[src/rtl/adc_pkg.sv]
// Shared definitions for the ADC averaging path: default widths and the
// FILL/RUN state encoding used by the averaging filter.
package adc_pkg;
  localparam int ADC_DATA_W = 12;
  localparam int ADC_LOG2_N = 3;

  typedef enum logic {
    ST_FILL = 1'b0,
    ST_RUN  = 1'b1
  } adc_state_e;
endpackage

[src/rtl/adc_hist_ram.sv]
// N-entry sample history. One write port; the asynchronous read port shares
// the write address, so it returns the oldest entry about to be replaced.
module adc_hist_ram
  import adc_pkg::*;
#(
  parameter int DATA_W = ADC_DATA_W,
  parameter int LOG2_N = ADC_LOG2_N
) (
  input  logic              i_clk,
  input  logic              i_we,
  input  logic [LOG2_N-1:0] i_addr,
  input  logic [DATA_W-1:0] i_wdata,
  output logic [DATA_W-1:0] o_rdata
);
  logic [DATA_W-1:0] r_mem [2**LOG2_N];

  always_ff @(posedge i_clk) begin
    if (i_we) r_mem[i_addr] <= i_wdata;
  end

  assign o_rdata = r_mem[i_addr];
endmodule

[src/rtl/adc_avg_filter.sv]
// Moving-average filter over the last N ADC samples: running sum updated the
// cycle after each strobe, mean registered one cycle later behind a valid/ready.
module adc_avg_filter
  import adc_pkg::*;
#(
  parameter int DATA_W = ADC_DATA_W,
  parameter int LOG2_N = ADC_LOG2_N
) (
  input  logic              clkADC,
  input  logic              reset,
  input  logic [DATA_W-1:0] sample_in,
  input  logic              sample_valid,
  output logic [DATA_W-1:0] avg_out,
  output logic              avg_valid,
  input  logic              avg_ready,
  output logic              primed,
  output logic              overrun,
  input  logic              overrun_clr
);
  localparam int N     = 1 << LOG2_N;
  localparam int SUM_W = DATA_W + LOG2_N;

  adc_state_e        r_state, w_state_nxt;
  logic [LOG2_N-1:0] r_wptr;
  logic [LOG2_N-1:0] r_fill_cnt;
  logic [SUM_W-1:0]  r_sum;
  logic              r_ld_pend;
  logic [DATA_W-1:0] r_avg_out;
  logic              r_avg_valid;
  logic              r_overrun;

  logic              w_accept;
  logic              w_last_fill;
  logic              w_emit;
  logic              w_hs;
  logic              w_ovr_set;
  logic [DATA_W-1:0] w_oldest_raw;
  logic [DATA_W-1:0] w_oldest;

  // Strobes during reset must not touch the history either.
  assign w_accept    = sample_valid & ~reset;
  assign w_last_fill = (r_state == ST_FILL) && (r_fill_cnt == LOG2_N'(N - 1));
  assign w_hs        = r_avg_valid & avg_ready;
  assign w_ovr_set   = r_ld_pend & r_avg_valid & ~avg_ready;

  adc_hist_ram #(
    .DATA_W (DATA_W),
    .LOG2_N (LOG2_N)
  ) u_hist (
    .i_clk   (clkADC),
    .i_we    (w_accept),
    .i_addr  (r_wptr),
    .i_wdata (sample_in),
    .o_rdata (w_oldest_raw)
  );

  always_comb begin
    w_state_nxt = r_state;
    w_emit      = 1'b0;
    w_oldest    = '0;
    case (r_state)
      ST_FILL: begin
        if (w_accept && w_last_fill) begin
          w_state_nxt = ST_RUN;
          w_emit      = 1'b1;
        end
      end
      ST_RUN: begin
        w_emit   = w_accept;
        w_oldest = w_oldest_raw;
      end
      default: w_state_nxt = ST_FILL;
    endcase
  end

  always_ff @(posedge clkADC) begin
    if (reset) r_state <= ST_FILL;
    else       r_state <= w_state_nxt;
  end

  always_ff @(posedge clkADC) begin
    if (reset) begin
      r_wptr      <= '0;
      r_fill_cnt  <= '0;
      r_sum       <= '0;
      r_ld_pend   <= 1'b0;
      r_avg_out   <= '0;
      r_avg_valid <= 1'b0;
      r_overrun   <= 1'b0;
    end else begin
      if (w_accept) begin
        r_wptr <= r_wptr + 1'b1;
        // Sum width holds N full-scale samples, so modular add/sub is exact.
        r_sum  <= r_sum + SUM_W'(sample_in) - SUM_W'(w_oldest);
        if (r_state == ST_FILL) r_fill_cnt <= r_fill_cnt + 1'b1;
      end
      r_ld_pend <= w_emit;

      if (r_ld_pend) begin
        r_avg_out   <= r_sum[SUM_W-1:LOG2_N];
        r_avg_valid <= 1'b1;
      end else if (w_hs) begin
        r_avg_valid <= 1'b0;
      end

      if (w_ovr_set)        r_overrun <= 1'b1;
      else if (overrun_clr) r_overrun <= 1'b0;
    end
  end

  assign avg_out   = r_avg_out;
  assign avg_valid = r_avg_valid;
  assign overrun   = r_overrun;
  assign primed    = (r_state == ST_RUN);
endmodule

[config.mk]
export PLATFORM = sky130hd
export DESIGN_NAME = adc_avg_filter
export DESIGN_NICKNAME = d
export VERILOG_FILES = /design/src/rtl/adc_pkg.sv /design/src/rtl/adc_hist_ram.sv /design/src/rtl/adc_avg_filter.sv
export SDC_FILE = /design/constraint.sdc
export NUM_CORES = 1
export LEC_CHECK = 0
export ABC_CLOCK_PERIOD_IN_PS = 10010
export BUFFER_PORTS_ARGS = -buffer_cell sky130_fd_sc_hd__buf_2
export CORE_ASPECT_RATIO = 1.4
export CORE_UTILIZATION = 65
export CTS_CLUSTER_DIAMETER = 30
export CTS_CLUSTER_SIZE = 30
export DETAILED_ROUTE_END_ITERATION = 10
export PLACE_DENSITY_LB_ADDON = 0.25
export SETUP_SLACK_MARGIN = 0.1
export SLEW_MARGIN = 30
export SYNTH_ARGS = -nofsm -noshare
export SYNTH_HDL_FRONTEND = slang
export SYNTH_HIERARCHICAL = 1
export SYNTH_SLANG_ARGS = --single-unit
[constraint.sdc]
create_clock -name clkADC -period 10.01 [get_ports clkADC]
set_input_delay 0.5005 -clock clkADC [delete_from_list [all_inputs] [get_ports clkADC]]
set_output_delay 0.5005 -clock clkADC [all_outputs]
set_load 0.005 [all_outputs]
==> results of run 1 <==
## synthesized netlist by cell type, types with 3 or more instances
cell type  number  area share (%)
mux2_2          8             1.4
ha_1           18             3.6
clkbuf_1        8            0.48
o22ai_1         3            0.30
fa_1           12             3.8
a21oi_1        16             1.3
nor2b_1         7            0.70
a311o_1         3            0.48
xor2_1          3            0.42
a211oi_1        6            0.72
nand3_1         8            0.64
dfxtp_1        37              12
a21o_1          9             1.1
mux2i_1        32             5.1
and2_1         12             1.2
buf_1           5            0.30
mux4_2         16             5.8
inv_1          53             3.2
nor3_1          9            0.72
o21ai_0         8            0.64
xnor2_1         4            0.56
edfxtp_1       96              46
buf_2           7            0.56
nand2b_1        4            0.40
nand2_1        15            0.90
nor2_1         47             2.8
o21a_1          5            0.60
## final timing paths
kind / end / cells past startpoint
max reg2reg: r_sum[14]$_SDFFE_PP0P_ / 14
max: r_sum[14]$_SDFFE_PP0P_ / 14
min reg2reg: avg_out[9]$_SDFFE_PP0P_ / 2
min: u_hist/r_mem[4][0]$_DFFE_PP_ / 1
## power breakdown
group	switching, W	total (W)	internal (W)
logic	0.000221	0.000388	0.000167
registers	0.0000266	0.000646	0.000619
clock network	0.000247	0.000619	0.000372
total	0.000495	0.00165	0.00116
## cells by family after synthesis
kind of cell | Yosys count
compound gates | 66
xor+xnor | 7
mux | 57
buf+inv | 76
fa+ha+maj | 30
simple gates | 114
flops | 133
## flip-flops by register name (all words and copies together), names as in the netlist
register,count
r_wptr,3
primed,1
avg_out,12
avg_valid,1
r_sum,15
u_hist/r_mem,96
r_ld_pend,1
overrun,1
r_fill_cnt,3
## area by class of cell
class | count | area (um2) | area share, %
clock inverter | 15 | 168 | 2.35
tap | 110 | 138 | 1.93
timing repair buffer | 41 | 230 | 3.23
inverter | 54 | 203 | 2.84
multi-input combinational | 274 | 2340 | 32.8
sequential | 133 | 3630 | 50.9
clock buffer | 17 | 425 | 5.97
## through the flow
step / setup slack, ns / cells / cell area [um2] / hold WS (ns) / utilization (%)
CTS: 5.38 / 644 / 7130 / 0.362 / 75.8
global placement: 5.60 / 612 / 6530 / 0.463 / 69.4
global route: 5.56 / 644 / 7130 / 0.380 / 75.8
floorplan: 6.18 / 483 / 6250 / 0.445 / -
finish: 5.79 / 644 / 7130 / 0.369 / 75.8
detailed placement: 5.48 / 612 / 6530 / 0.476 / 69.4
## critical path, cell delays in order, from the launching register on
cell and delay [ns]:
dfxtp_4 0.71, inv_1 0.28, a21oi_1 0.22, a211oi_1 0.08, a311o_1 0.34, and2_1 0.18
fa_1 0.48, inv_1 0.04, ha_1 0.35, o21a_1 0.20, o31a_1 0.16, o311a_4 0.35
o21a_1 0.19, a211oi_2 0.16, mux2_1 0.34
## layer usage
metal / part of all wire (%) / GRT usage [%] / vias to the layer above
li1: - / - / 1811
met1: 40 / 33.7 / 1953
met2: 53 / 46.9 / 128
met3: 4.3 / 6.94 / 27
met4: 2.5 / 11.1 / 0
met5: 0 / 0 / -
==> impl_metrics.ini, run 1 <==
[run_status]
status = finished, violations left
violations = design-rule violations

[clocking]
cts_hold_buf = 0
numCtsBuffers = 17
clk_transition_reported_paths_ns = 0.06
cts_setup_buffers = 0
cts_buffer_depth = 2
cts_sinks = 133
clk_latency_ns = 0.42
htreeDepth = 4
clockRootBuffer = clkbuf_16
cts_tree = built
ctsResizeCount = 0

[setup_path]
crit_required_ns = 10.31
end_kind = register
r2r_slack_ns = 5.79
crit_fanout = 32
crit_path_start_kind = register
cp-startpoint = r_wptr[0]$_SDFFE_PP0P_
critPathKind = register to register
worstReg2RegStart = r_wptr[0]$_SDFFE_PP0P_
critical_path_arrival_ns = 4.53

[layout]
final_common_cell = edfxtp_1
diodes = 0
areaGrowthSynthToFinish_pct = 14.0
final_nets = 568
mostFrequentLayoutCells = edfxtp_1 (96), inv_1 (53), nor2_1 (47)
n_fill_cell = 566
drive_above_1_share_pct = 19.3

[timing]
relSlewSlack_pct = 49.5
clock.fmax_ghz = 0.237
setup-tns-final_ns = 0
rsz0062_at_grt = false
fin_crit_sh_pct = 42.2
final.setup_skew_ns = 0.00524
setup_violations = 0
report.final.slew_viol_count = 0
final.min_clock_period_ns = 4.22
hold_viol_final = 0
tightest_slew_ns = 0.758

[synthesis]
synth_compound_area_share_pct = 7.42
yosys.area_share.adder_pct = 7.44
synthCells = 483
syn-num-nets = 530
ys_async_sr_fraction_pct = 0
syn_area_per_cell_um2 = 12.9
synth_xor_area_share_pct = 0.981
synth.yosys.seq_area_share_pct = 58.0
ys_ff_latch = 133
yosys_warnings = 6
yosys.area_share.simple_pct = 8.87
muxShareOfSynthArea_pct = 12.5
synth_ff_type = edfxtp_1
synth-edff-count = 96
synth_cell_types = 52
syn_area_um2 = 6250
synth_top_family_by_area = multiplexers

[grt]
antenna_found_initial = 0
grt_overflow = 0
grt_pass1_wl_um = 20400
grt_max_degree = 44
grt_usage_pct = 27.6
first_global_vias = 3975

[placement]
dp_hpwl_um = 7970
place_congestion = 0.859
io_buffers = 31

[pwr]
p_leak_nw = 2.74
vdd.ir_drop.worst_v = 0.000173
p_per_area_nw_per_um2 = 232
power_w = 0.00165

[routing]
dr.pass1.iters = 10
vias_per_cell = 6.09
drtIter0Drc = 241
drc = 3
ant_nets = 0
drt_wl_total_um = 12600
wl_per_cell_um = 19.5
dr_total_vias = 3919

[die]
die_h_um = 118
die-area_um2 = 10000
die_width_um = 84.9
num_rows = 42
io_pins = 32
fp.coreArea_um2 = 9410
initial_core_util_pct = 66.5

[worst_hold_path]
hold_path_class = input port to register
worstHoldStart = sample_in[0]

[run]
maxCapViolations = 0
Power figures use the tool's default switching activity.
==> run 2, diff against run 1 <==
--- a/config.mk
+++ b/config.mk
@@ -5,10 +5,10 @@
 export SDC_FILE = /design/constraint.sdc
 export NUM_CORES = 1
 export LEC_CHECK = 0
-export ABC_CLOCK_PERIOD_IN_PS = 10010
+export ABC_CLOCK_PERIOD_IN_PS = 3390
 export BUFFER_PORTS_ARGS = -buffer_cell sky130_fd_sc_hd__buf_2
 export CORE_ASPECT_RATIO = 1.4
-export CORE_UTILIZATION = 65
+export CORE_UTILIZATION = 55
 export CTS_CLUSTER_DIAMETER = 30
 export CTS_CLUSTER_SIZE = 30
 export DETAILED_ROUTE_END_ITERATION = 10
==> constraint.sdc (replaced) <==
create_clock -name clkADC -period 3.39 [get_ports clkADC]
set_input_delay 0.1695 -clock clkADC [delete_from_list [all_inputs] [get_ports clkADC]]
set_output_delay 0.1695 -clock clkADC [all_outputs]
set_load 0.005 [all_outputs]
==> run 2 against run 1 <==
  * The run ends with negative setup slack left
  * Global-route usage shrank 2.3 points
  * First-iteration DRC count is 16% lower
  * Clock-buffer cell count rose by 1
  * Largest power group unchanged
==> impl_metrics.ini, run 2 (synthesis results as in run 1) <==
[grt]
grt_use_met2_pct = 43.5
antenna_found_initial = 0
grt_pass1_wl_um = 21800
grt_usage_pct = 25.3
first_global_vias = 4316
grt_overflow = 0
grtUsageMet3_pct = 5.52
grt_max_degree = 43
use_met1_pct = 29.4
grt_busiest_layer = met2

[run_status]
status = finished, violations left
violations = negative setup slack

[setup_path]
critPathBufInv = 2
cpLargestDelayFamily = multiplexers
critPathKind = register to register
critical_path_arrival_ns = 4.04
crit_chain = buf_6 > mux4_2 > mux2_4 > and2_4 > fa_1 > inv_2 > ha_4 > nor2b_4 > o31a_1 > o311a_4 > o21a_1 > a211oi_2 > mux2_1
cp-startpoint = r_wptr[0]$_SDFFE_PP0P_
worstReg2RegStart = r_wptr[0]$_SDFFE_PP0P_
end_kind = register
max_stage_delay_ns = 0.49
r2r_slack_ns = -0.35
r2r_end = r_sum[14]$_SDFFE_PP0P_
r2r_cells = 13
crit_fanout = 4
crit_required_ns = 3.69
slowest_stage = mux4_2
crit_path_start_kind = register

[clocking]
cts_tree = built
numCtsBuffers = 17
cts_hold_buf = 0
htreeDepth = 4
cts_buffer_depth = 2
clockRootBuffer = clkbuf_16
clk_latency_ns = 0.41
clk_transition_reported_paths_ns = 0.06
cts_sinks = 133

[layout]
drive_above_1_share_pct = 33.8
final_common_cell = edfxtp_1
fin_util_pct = 72.1
postLayoutCellArea_um2 = 7920
largest_reg_flops = 96
mostFrequentLayoutCells = edfxtp_1 (96), buf_4 (58), inv_1 (47), nor2_1 (47), dfxtp_1 (35)
diodes = 0
final_nets = 626
regMostFlops = u_hist/r_mem
areaGrowthSynthToFinish_pct = 26.7

[die]
io_pins = 32
num_rows = 45
die-area_um2 = 11800
die_width_um = 92.1
fp.coreArea_um2 = 11000
initial_core_util_pct = 56.9
die_h_um = 128

[routing]
drtIter0Drc = 202
wl_per_cell_um = 18.9
drt_wl_total_um = 13800
dr.pass1.iters = 4
drc = 0
dr_total_vias = 4124
vias_per_cell = 5.63
ant_nets = 0

[placement]
place_congestion = 0.890
io_buffers = 31
dp_hpwl_um = 9210
placed_cell_area_um2 = 6990
post-place-ws_ns = -0.481

[worst_hold_path]
worstHoldStart = sample_in[5]
hold_depth = 1
hold_path_class = input port to register
min_to = u_hist/r_mem[3][5]$_DFFE_PP_

[timing]
clock.fmax_ghz = 0.267
rsz0062_at_grt = true
relSlewSlack_pct = 51.9
setup_violations = 10
tightest_slew_ns = 0.721
final.min_clock_period_ns = 3.74
final.setup_skew_ns = 0.00853
setup_ws_ns = -0.351
hold_viol_final = 0
fin_crit_sh_pct = 110
report.final.slew_viol_count = 0

[run]
maxCapViolations = 0

[pwr]
power_w = 0.00531
vdd.ir_drop.worst_v = 0.000468
p_leak_nw = 3.09
p_per_area_nw_per_um2 = 670
## run 2: cell count changes in the layout (fill, tap and decap cells not counted), moves of 4 or more
cell	previous run	this run
ha_1	18	11
and2_1	12	7
inv_2	0	6
and2_4	0	5
a21oi_1	16	10
ha_4	0	6
buf_12	0	6
mux2_2	8	4
inv_1	53	47
buf_4	10	58
mux2_4	0	4
a21oi_2	0	4
## run 2: worst reg2reg max path: cells and delay by family (launching register included)
kind / cells / cell delay [ns]
DFF: 1 / 0.40
muxes: 3 / 1.09
and+or+nand+nor: 2 / 0.28
AOI/OAI and AO/OA: 4 / 0.95
adders and majority gates: 2 / 0.72
buffers and inverters: 2 / 0.19
## run 2: worst max-delay path by stage
stage          cells past startpoint                endpoint
3_5_place_dp                      15  r_sum[12]$_SDFFE_PP0P_
5_1_grt                           13  r_sum[14]$_SDFFE_PP0P_
6_report                          13  r_sum[14]$_SDFFE_PP0P_
3_3_place_gp                      12  r_sum[12]$_SDFFE_PP0P_
4_1_cts                           13  r_sum[14]$_SDFFE_PP0P_
2_1_floorplan                     13  r_sum[14]$_SDFFE_PP0P_
## run 2: cell type report
cell class,count,area (um2)
inverters,54,203
clock buffers,18,429
multi-input cells,274,2580
clock inverters,13,125
fillers,732,3060
well taps,141,176
flip-flops and latches,133,3630
repair buffers,99,772
## run 2: repair_timing
action                                  4_1_cts  5_1_grt
pin swaps                                    22       17
gates cloned                                  1        0
endpoints found under the setup margin       11       11
setup buffers                                13        2
resized for setup                            36       16
## run 2: routing by layer
metal	routed length, um	vias to the layer above
met5	0	-
met4	556	0
met3	574	41
met2	7150	130
met1	5530	2023
li1	-	1930
## run 2: power breakdown
group          internal [W]  total, W  switching [W]
Clock               0.00101   0.00171       0.000693
Combinational      0.000855   0.00170       0.000848
Sequential          0.00183   0.00190      0.0000689
## run 2: metrics by stage
stage | instances | TNS (ns) | hold WS [ns]
after CTS | 732 | -1.89 | 0.0198
after floorplan | 483 | -0.396 | 0.268
after global placement | 688 | -2.60 | 0.447
final | 732 | -1.86 | 0.0301
after global routing | 732 | -3.04 | 0.0356
after detailed placement | 688 | -2.74 | 0.453
